`src/rtl/assert_monitor.sv`:
```
// assert_monitor: registered multi-channel safety/liveness checker.
// Keeps sticky per-channel failure flags, saturating counts and a first-fail record.
//
// Ports:
//   clk, rst      clock, synchronous active-high reset
//   en, cond      per-channel safety enable and condition (cond must be 1 when enabled)
//   arm, done     per-channel liveness start / satisfy strobes
//   clr           clear flags, counts and first-fail record
//   fail_any      OR of fail_vec
//   fail_vec      sticky per-channel failure flags
//   first_ch      channel of first recorded failure
//   first_kind    0 none, 1 cond false, 2 cond unknown, 3 timeout
//   first_ts      cycle counter value when the first failure was sampled
//   fail_cnt      per-channel saturating counts, channel i at [i*CNT_WIDTH +: CNT_WIDTH]
//   cyc           free-running cycle counter
module assert_monitor #(
    parameter int NUM_CH    = 4,
    parameter int CNT_WIDTH = 8,
    parameter int TS_WIDTH  = 32,
    parameter int TIMEOUT   = 16,
    localparam int CH_W     = (NUM_CH > 1) ? $clog2(NUM_CH) : 1,
    localparam int WC_W     = $clog2(TIMEOUT + 1)
) (
    input  logic                        clk,
    input  logic                        rst,
    input  logic [NUM_CH-1:0]           en,
    input  logic [NUM_CH-1:0]           cond,
    input  logic [NUM_CH-1:0]           arm,
    input  logic [NUM_CH-1:0]           done,
    input  logic                        clr,
    output logic                        fail_any,
    output logic [NUM_CH-1:0]           fail_vec,
    output logic [CH_W-1:0]             first_ch,
    output logic [1:0]                  first_kind,
    output logic [TS_WIDTH-1:0]         first_ts,
    output logic [NUM_CH*CNT_WIDTH-1:0] fail_cnt,
    output logic [TS_WIDTH-1:0]         cyc
);

    typedef enum logic {IDLE, WAIT} lv_state_t;

    lv_state_t             st   [NUM_CH];
    logic [WC_W-1:0]       wcnt [NUM_CH];
    logic [1:0]            kind [NUM_CH];

    logic [NUM_CH-1:0]           ev;
    logic [NUM_CH-1:0]           vec_nxt;
    logic [NUM_CH*CNT_WIDTH-1:0] cnt_nxt;
    logic [CH_W-1:0]             sel_ch;
    logic [1:0]                  sel_kind;
    logic                        cap;

    // Per-channel event classification; priority 2 > 1 > 3.
    always_comb begin
        logic en_on;
        logic c_x;
        logic k1;
        logic k2;
        logic to;
        for (int i = 0; i < NUM_CH; i++) begin
`ifndef SYNTHESIS
            // An unknown enable is treated as asserted.
            en_on = (en[i] !== 1'b0);
            c_x   = $isunknown(cond[i]);
`else
            en_on = en[i];
            c_x   = 1'b0;
`endif
            k2 = en_on && c_x;
            k1 = en_on && !c_x && (cond[i] == 1'b0);
            to = (st[i] == WAIT) && !done[i] &&
                 (wcnt[i] == WC_W'(TIMEOUT));
            if (k2)      kind[i] = 2'd2;
            else if (k1) kind[i] = 2'd1;
            else if (to) kind[i] = 2'd3;
            else         kind[i] = 2'd0;
            ev[i] = (kind[i] != 2'd0);
        end
    end

    // Next flags/counts with clear applied before this cycle's events.
    always_comb begin
        logic [CNT_WIDTH-1:0] base;
        vec_nxt = (clr ? '0 : fail_vec) | ev;
        cnt_nxt = '0;
        base    = '0;
        for (int i = 0; i < NUM_CH; i++) begin
            base = clr ? '0 : fail_cnt[i*CNT_WIDTH +: CNT_WIDTH];
            if (ev[i] && (base != '1))
                base = base + CNT_WIDTH'(1);
            cnt_nxt[i*CNT_WIDTH +: CNT_WIDTH] = base;
        end
    end

    // Lowest-index failing channel wins the first-fail record.
    always_comb begin
        sel_ch   = '0;
        sel_kind = 2'd0;
        for (int i = NUM_CH - 1; i >= 0; i--) begin
            if (ev[i]) begin
                sel_ch   = CH_W'(i);
                sel_kind = kind[i];
            end
        end
        cap = (sel_kind != 2'd0) && (clr || (first_kind == 2'd0));
    end

    always_ff @(posedge clk) begin
        if (rst) begin
            cyc        <= '0;
            fail_any   <= 1'b0;
            fail_vec   <= '0;
            fail_cnt   <= '0;
            first_ch   <= '0;
            first_kind <= 2'd0;
            first_ts   <= '0;
        end else begin
            cyc      <= cyc + TS_WIDTH'(1);
            fail_vec <= vec_nxt;
            fail_any <= |vec_nxt;
            fail_cnt <= cnt_nxt;
            if (clr) begin
                first_ch   <= '0;
                first_kind <= 2'd0;
                first_ts   <= '0;
            end
            if (cap) begin
                first_ch   <= sel_ch;
                first_kind <= sel_kind;
                first_ts   <= cyc;
            end
        end
    end

    // Liveness FSMs; arm in WAIT never restarts the window.
    always_ff @(posedge clk) begin
        if (rst) begin
            for (int i = 0; i < NUM_CH; i++) begin
                st[i]   <= IDLE;
                wcnt[i] <= '0;
            end
        end else begin
            for (int i = 0; i < NUM_CH; i++) begin
                unique case (st[i])
                    IDLE: begin
                        if (arm[i] && !done[i]) begin
                            st[i]   <= WAIT;
                            wcnt[i] <= WC_W'(1);
                        end
                    end
                    WAIT: begin
                        if (done[i])
                            st[i] <= IDLE;
                        else if (wcnt[i] == WC_W'(TIMEOUT))
                            st[i] <= IDLE;
                        else
                            wcnt[i] <= wcnt[i] + WC_W'(1);
                    end
                    default: st[i] <= IDLE;
                endcase
            end
        end
    end

endmodule
```
`config.mk`:
```
export PLATFORM = sky130hd
export DESIGN_NAME = assert_monitor
export DESIGN_NICKNAME = d
export VERILOG_FILES = /design/src/rtl/assert_monitor.sv
export SDC_FILE = /design/constraint.sdc
export NUM_CORES = 1
export LEC_CHECK = 0
export BUFFER_PORTS_ARGS = -buffer_cell sky130_fd_sc_hd__buf_2
export CAP_MARGIN = 10
export CELL_PAD_IN_SITES_DETAIL_PLACEMENT = 0
export CELL_PAD_IN_SITES_GLOBAL_PLACEMENT = 1
export CORE_MARGIN = 5
export CORE_UTILIZATION = 41
export CTS_BUF_LIST = sky130_fd_sc_hd__clkbuf_16
export CTS_CLUSTER_DIAMETER = 60
export DETAILED_ROUTE_END_ITERATION = 10
export PLACE_DENSITY = 0.91
export SLEW_MARGIN = 20
export SYNTH_ARGS = -nofsm -noshare
export SYNTH_HDL_FRONTEND = slang
export SYNTH_SLANG_ARGS = --single-unit
```
`constraint.sdc`:
```
create_clock -name clk -period 2.85 [get_ports clk]
set_input_delay 0.285 -clock clk [delete_from_list [all_inputs] [get_ports clk]]
set_output_delay 0.285 -clock clk [all_outputs]
set_load 0.005 [all_outputs]
```
==> results.sh, run 1 <==
export IMPL_end_kind="flop"
export IMPL_start_util_pct=41.6
export IMPL_finalWirelength_um=13900
export IMPL_n_fill_cell=1359
export IMPL_synth_area_leaders="dfxtp_1 35%, edfxtp_1 12%, nand3_1 5.6%"
export IMPL_finalCritPeriodShare_pct=89.2
export IMPL_nets=823
export IMPL_cts_tree="yes"
export IMPL_synthTopCellsByCount="105 x dfxtp_1, 89 x nor2_1, 67 x nand3_1"
export IMPL_slew_headroom_pct=33.6
export IMPL_tns_ns=0
export IMPL_syn_area_um2=6000
export IMPL_wire_per_inst_um=14.1
export IMPL_cts_inserted_buffers=17
export IMPL_power_density_nw_per_um2=566
export IMPL_first_pass_iters=4
export IMPL_postSynthAreaPerCell_um2=8.90
export IMPL_path_cells="inv_1 > ha_1 > nand4bb_1 > o21a_1 > a41o_2 > o21ai_0"
export IMPL_slew_viol_final=0
export IMPL_worst_pin_slew_ns=0.996
export IMPL_io_buffers=123
export IMPL_clock_path_buffers=2
export IMPL_hp_class="input port to flop"
export IMPL_synthMostInstantiatedCell="dfxtp_1"
export IMPL_yosys_cell_types_count=48
export IMPL_finalCriticalPeriod_ns=2.54
export IMPL_ys_warn_count=0
export IMPL_num_rows=44
export IMPL_die_width_um=131
export IMPL_place_ws_ns=0.290
export IMPL_setup_slack_ns=0.307
export IMPL_ir_drop_mv=0.372
export IMPL_diodes=0
export IMPL_synth_nets=706
export IMPL_drc=0
export IMPL_critPathMaxFanout=66
export IMPL_critical_path_buf_inv_count=1
export IMPL_ys_ff_latch=129
export IMPL_async_flop_share_pct=0
export IMPL_ys_seq_area_share_pct=47.1
export IMPL_worstSetupPathType="flop to flop"
export IMPL_grt_max_degree=67
export IMPL_maxCapViolations=0
export IMPL_worstPathRequired_ns=3.10
export IMPL_yosys_area_share_xor_xnor_pct=9.20
export IMPL_syn_instance_count=674
export IMPL_cts_sinks=129
export IMPL_max_freq_mhz=393
export IMPL_avgViaCountPerCell=5.01
export IMPL_via_count=4947
export IMPL_final_core_util_pct=50.7
export IMPL_p_leak_uw=0.00298
export IMPL_die_area_um2=17100
export IMPL_synth_edf_count=24
export IMPL_design_core_area_um2=14400
export IMPL_hold_violations=0
export IMPL_dp_hpwl_um=9830
export IMPL_synth_top_family_by_area="simple AND/OR/NAND/NOR gates"
export IMPL_grt_pass1_vias=4598
export IMPL_synth_adder_area_share_pct=2.71
export IMPL_finClkSkew_ns=0.00809
export IMPL_ys_flop_type="dfxtp_1"
export IMPL_synth_simple_gate_area_share_pct=29.7
export IMPL_h_tree_depth=4
export IMPL_synthToLayoutAreaGrowth_pct=21.9
export IMPL_grt_pass1_wl_um=22500
export IMPL_antenna_found_initial=0
export IMPL_critPathMaxStageDelay_ns=0.94
export IMPL_yosysTopAreaCell="dfxtp_1"
export IMPL_synth_top_area_share_pct=35.0
export IMPL_p_total_uw=4140
export IMPL_layout_drive_gt1_share_pct=21.5
export IMPL_cts_root_buf="clkbuf_16"
export IMPL_insertion_delay_ns=0.42
export IMPL_cp_arrival_ns=2.80
export IMPL_io_pins=124
export IMPL_post_cts_buffers=0
export IMPL_synth_compound_area_share_pct=7.24
export IMPL_setup_viol=0
export IMPL_grt_ovfl_total=0
export IMPL_die_h_um=131
export IMPL_ant_nets=0
export IMPL_gp_congestion=0.799
export IMPL_status="finished clean"
export IMPL_path_clk_slew_ns=0.06
export IMPL_grt_usage_pct=16.5
export IMPL_synthMuxAreaShare_pct=0.167
export IMPL_drt_initial_drc_count=281
export IMPL_crit_family="compound AO/OA/AOI/OAI gates"
export IMPL_ctsHoldBuffers=0
export IMPL_crit_slowest_cell="a41o_2"
export IMPL_start_kind="flop"
export IMPL_ctsResizeCount=0
export IMPL_rsz0062_at_grt="no"
-- where the power goes --
part	total, uW	internal (uW)	leakage, uW	switching, uW
Combinational	261	96.3	0.00160	165
Clock	1930	1180	0.000277	756
Sequential	1950	1910	0.00110	39.9
Total	4140	3180	0.00298	960
-- layout by cell type, fill, tap and decap left out, drive strengths merged, types with 4 or more instances in the layout --
cell type,instances
nor2,89
buf,134
nand3,67
clkbuf,19
o21bai,6
nor2b,21
dfxtp,105
a21oi,17
clkinv,8
nor3,12
nor3b,4
and2,4
ha,13
edfxtp,24
o21ai,41
nand2b,40
inv,24
nor4,16
and3,4
nand2,39
xor2,30
xnor2,33
nor4b,10
nand4,13
-- tightest hold or removal path, delay by kind of cell --
kind,cells,cell delay [ns]
buf+inv,1,0.11
simple gates,2,0.11
-- routing by layer --
metal | part of all wire, % | GRT usage (%)
met4 | 1.2 | 6.23
met1 | 46 | 21.2
met5 | 0 | 0
met2 | 45 | 25.5
met3 | 7.5 | 5.77
-- logic make-up after synthesis --
family | Yosys count
AO/OA/AOI/OAI | 76
XOR/XNOR | 63
adder cells (fa/ha/maj) | 13
buffers and inverters | 56
flip-flops | 129
multiplexers | 1
AND/OR/NAND/NOR | 336
-- path summary, 6_finish.rpt --
| kind | from | endpoint | slack, ns | cells after the start |
|---|---|---|---|---|
| worst max-delay path | wcnt[2][0]$_SDFFCE_PN0P_ | first_ts[17]$_SDFFE_PP0P_ | 0.31 | 6 |
| worst min register to register | first_ts[14]$_SDFFE_PP0P_ | first_ts[14]$_SDFFE_PP0P_ | 0.47 | 2 |
| worst min-delay path | done[0] | st[0]$_SDFFCE_PP0P_ | 0.22 | 3 |
| worst max register to register | wcnt[2][0]$_SDFFCE_PN0P_ | first_ts[17]$_SDFFE_PP0P_ | 0.31 | 6 |
-- layout make-up --
type	instances	area (um^2)	share of cell area [%]
Timing Repair Buffer	134	701	9.59
Sequential cell	129	2820	38.6
Clock inverter	12	50.0	0.685
Tap cell	184	230	3.15
Inverter	20	75.1	1.03
Clock buffer	19	475	6.50
Multi-Input combinational cell	489	2960	40.4
-- registers in the layout, summed over array words and instances (netlist names) --
register    cells
fail_vec        4
fail_cnt       32
wcnt           20
fail_any        1
st              4
cyc            32
first_kind      2
first_ch        2
first_ts       32
-- metrics by stage --
stage | std cells | hold WS, ns | cell area (um^2)
6_report | 987 | 0.220 | 7310
5_1_grt | 987 | 0.214 | 7310
4_1_cts | 987 | 0.202 | 7310
3_5_place_dp | 956 | 0.453 | 6780
3_3_place_gp | 956 | 0.439 | 6780
2_1_floorplan | 674 | 0.450 | 6000
(Power assumes the default switching activity.)
==> run 2, diff against run 1 <==
==> config.mk (replaced) <==
export PLATFORM = sky130hd
export DESIGN_NAME = assert_monitor
export DESIGN_NICKNAME = d
export VERILOG_FILES = /design/src/rtl/assert_monitor.sv
export SDC_FILE = /design/constraint.sdc
export NUM_CORES = 1
export LEC_CHECK = 0
export CAP_MARGIN = 10
export CELL_PAD_IN_SITES_DETAIL_PLACEMENT = 0
export CELL_PAD_IN_SITES_GLOBAL_PLACEMENT = 1
export CORE_MARGIN = 5
export CORE_UTILIZATION = 47
export CTS_BUF_LIST = sky130_fd_sc_hd__clkbuf_16
export CTS_CLUSTER_DIAMETER = 60
export DETAILED_ROUTE_END_ITERATION = 10
export DONT_BUFFER_PORTS = 1
export PLACE_DENSITY = 0.9
export SLEW_MARGIN = 20
export SYNTH_ARGS = -nofsm -noshare
export SYNTH_HDL_FRONTEND = slang
export SYNTH_SLANG_ARGS = --single-unit
==> run 2 against run 1 <==
Net effect: global-route usage is 2.4 points higher; hold slack got worse by 0.17 ns; core utilization rose by 2.7 points; maximum frequency increased by 15%; die area shrank 12%; first-iteration DRC count increased by 39%; clock skew decreased by 0.0015 ns.
==> results.sh, run 2 (synthesis gave the netlist of run 1 again) <==
export IMPL_rsz0062_at_grt="no"
export IMPL_hold_depth=2
export IMPL_setup_viol=0
export IMPL_start_util_pct=47.7
export IMPL_grt_pass1_vias=4541
export IMPL_drc=0
export IMPL_ff2ff_setup_slack_ns=0.65
export IMPL_tns_ns=0
export IMPL_drt_initial_drc_count=391
export IMPL_cts_inserted_buffers=17
export IMPL_nets=699
export IMPL_final_cell_mix="105 x dfxtp_1, 88 x nor2_1, 67 x nand3_1"
export IMPL_diodes=0
export IMPL_p_leak_uw=0.00234
export IMPL_regToRegEndpoint="first_ts[23]$_SDFFE_PP0P_"
export IMPL_layout_commonest_cell="dfxtp_1"
export IMPL_cp_arrival_ns=2.49
export IMPL_slew_headroom_pct=38.4
export IMPL_io_pins=124
export IMPL_die_h_um=123
export IMPL_rr_startpoint="wcnt[3][0]$_DFFE_PP_"
export IMPL_h_tree_depth=4
export IMPL_max_freq_mhz=454
export IMPL_die_area_um2=15100
export IMPL_n_fill_cell=1144
export IMPL_finalCritPeriodShare_pct=77.3
export IMPL_gp_congestion=0.769
export IMPL_place_ws_ns=0.684
export IMPL_setup_slack_ns=0.646
export IMPL_cts_tree="yes"
export IMPL_gr_usage_met2_pct=30.7
export IMPL_grt_usage_pct=18.9
export IMPL_wire_per_inst_um=16.2
export IMPL_num_rows=41
export IMPL_top_usage_layer="met2"
export IMPL_end_kind="flop"
export IMPL_p_total_uw=4130
export IMPL_cts_sinks=129
export IMPL_maxCapViolations=0
export IMPL_design_core_area_um2=12600
export IMPL_grt_pass1_wl_um=22600
export IMPL_ant_nets=0
export IMPL_dp_cells=819
export IMPL_hp_start="clr"
export IMPL_ctsResizeCount=0
export IMPL_path_clk_slew_ns=0.06
export IMPL_antenna_found_initial=0
export IMPL_finalNonFillerCells=851
export IMPL_final_core_util_pct=53.4
export IMPL_finClkSkew_ns=0.00657
export IMPL_slew_viol_final=0
export IMPL_worstSetupPathType="flop to flop"
export IMPL_finalWirelength_um=13800
export IMPL_status="finished clean"
export IMPL_layout_drive_gt1_share_pct=7.22
export IMPL_insertion_delay_ns=0.41
export IMPL_worst_pin_slew_ns=0.922
export IMPL_dp_hpwl_um=9400
export IMPL_first_pass_iters=4
export IMPL_top_regs="cyc x32, fail_cnt x32, first_ts x32"
export IMPL_whs_endpoint="fail_vec[3]$_SDFF_PP0_"
export IMPL_ctsHoldBuffers=1
export IMPL_io_buffers=0
export IMPL_critPathMaxFanout=66
export IMPL_start_kind="flop"
export IMPL_grt_util_met3_pct=7.91
export IMPL_finalCriticalPeriod_ns=2.20
export IMPL_synthToLayoutAreaGrowth_pct=11.8
export IMPL_post_cts_buffers=0
export IMPL_power_density_nw_per_um2=615
export IMPL_hold_violations=0
export IMPL_hp_class="input port to flop"
export IMPL_clock_path_buffers=2
export IMPL_reg2regPathDepth=8
export IMPL_die_width_um=123
export IMPL_grt_max_degree=67
export IMPL_ir_drop_mv=0.322
export IMPL_cts_root_buf="clkbuf_16"
export IMPL_worstPathRequired_ns=3.13
export IMPL_via_count=4615
export IMPL_grt_ovfl_total=0
export IMPL_grtUsageMet1_pct=22.7
export IMPL_avgViaCountPerCell=5.42
-- run 2: cell count changes in the layout (fill, tap and decap cells not counted), sizes merged --
cell | previous run | this run
bufinv | 0 | 1
clkbuf | 19 | 18
buf | 134 | 10
-- run 2: metrics by stage --
stage | hold WS, ns | area, um^2
final | 0.0503 | 6710
after global routing | 0.0386 | 6710
after CTS | 0.0380 | 6710
after detailed placement | 0.374 | 6150
after global placement | 0.368 | 6150
after floorplan | 0.450 | 6000
-- run 2: layer usage --
layer | share of wire (%) | wire, um
met5 | 0 | 0
met4 | 1.6 | 221
met3 | 8.6 | 1190
met2 | 48 | 6640
met1 | 42 | 5740
-- run 2: critical path, cell delays in order (launching register included) --
cell	delay, ns
edfxtp_1	0.44
inv_1	0.09
ha_1	0.15
nand4bb_1	0.22
o21a_1	0.41
a41o_2	0.37
buf_12	0.19
nand3_1	0.10
o21ai_0	0.08
-- run 2: layout make-up --
cell class | count | area, um^2 | area share, %
Sequential cell | 129 | 2820 | 42.1
Multi-Input combinational cell | 489 | 2960 | 44.1
Inverter | 20 | 75.1 | 1.12
Tap cell | 172 | 215 | 3.21
Clock buffer | 18 | 450 | 6.72
Timing Repair Buffer | 10 | 108 | 1.60
Clock inverter | 13 | 80.1 | 1.19
-- run 2: how the worst max path moves through the flow --
stage	start	end	slack, ns	depth (start not counted)
3_5_place_dp	wcnt[3][0]$_DFFE_PP_	first_ts[4]$_SDFFE_PP0P_	0.68	8
3_3_place_gp	wcnt[3][0]$_DFFE_PP_	first_ts[10]$_SDFFE_PP0P_	0.73	8
4_1_cts	wcnt[3][0]$_DFFE_PP_	first_ts[4]$_SDFFE_PP0P_	0.65	8
6_report	wcnt[3][0]$_DFFE_PP_	first_ts[23]$_SDFFE_PP0P_	0.65	8
2_1_floorplan	clr	fail_cnt[31]$_SDFF_PP0_	0.53	10
5_1_grt	fail_cnt[8]$_SDFF_PP0_	fail_cnt[8]$_SDFF_PP0_	0.49	8
-- run 2: power breakdown --
part	switching [uW]	leakage [uW]	internal, uW
combinational	136	0.000961	82.6
sequential	46.8	0.00110	1910
clock	741	0.000279	1210
total	924	0.00234	3200
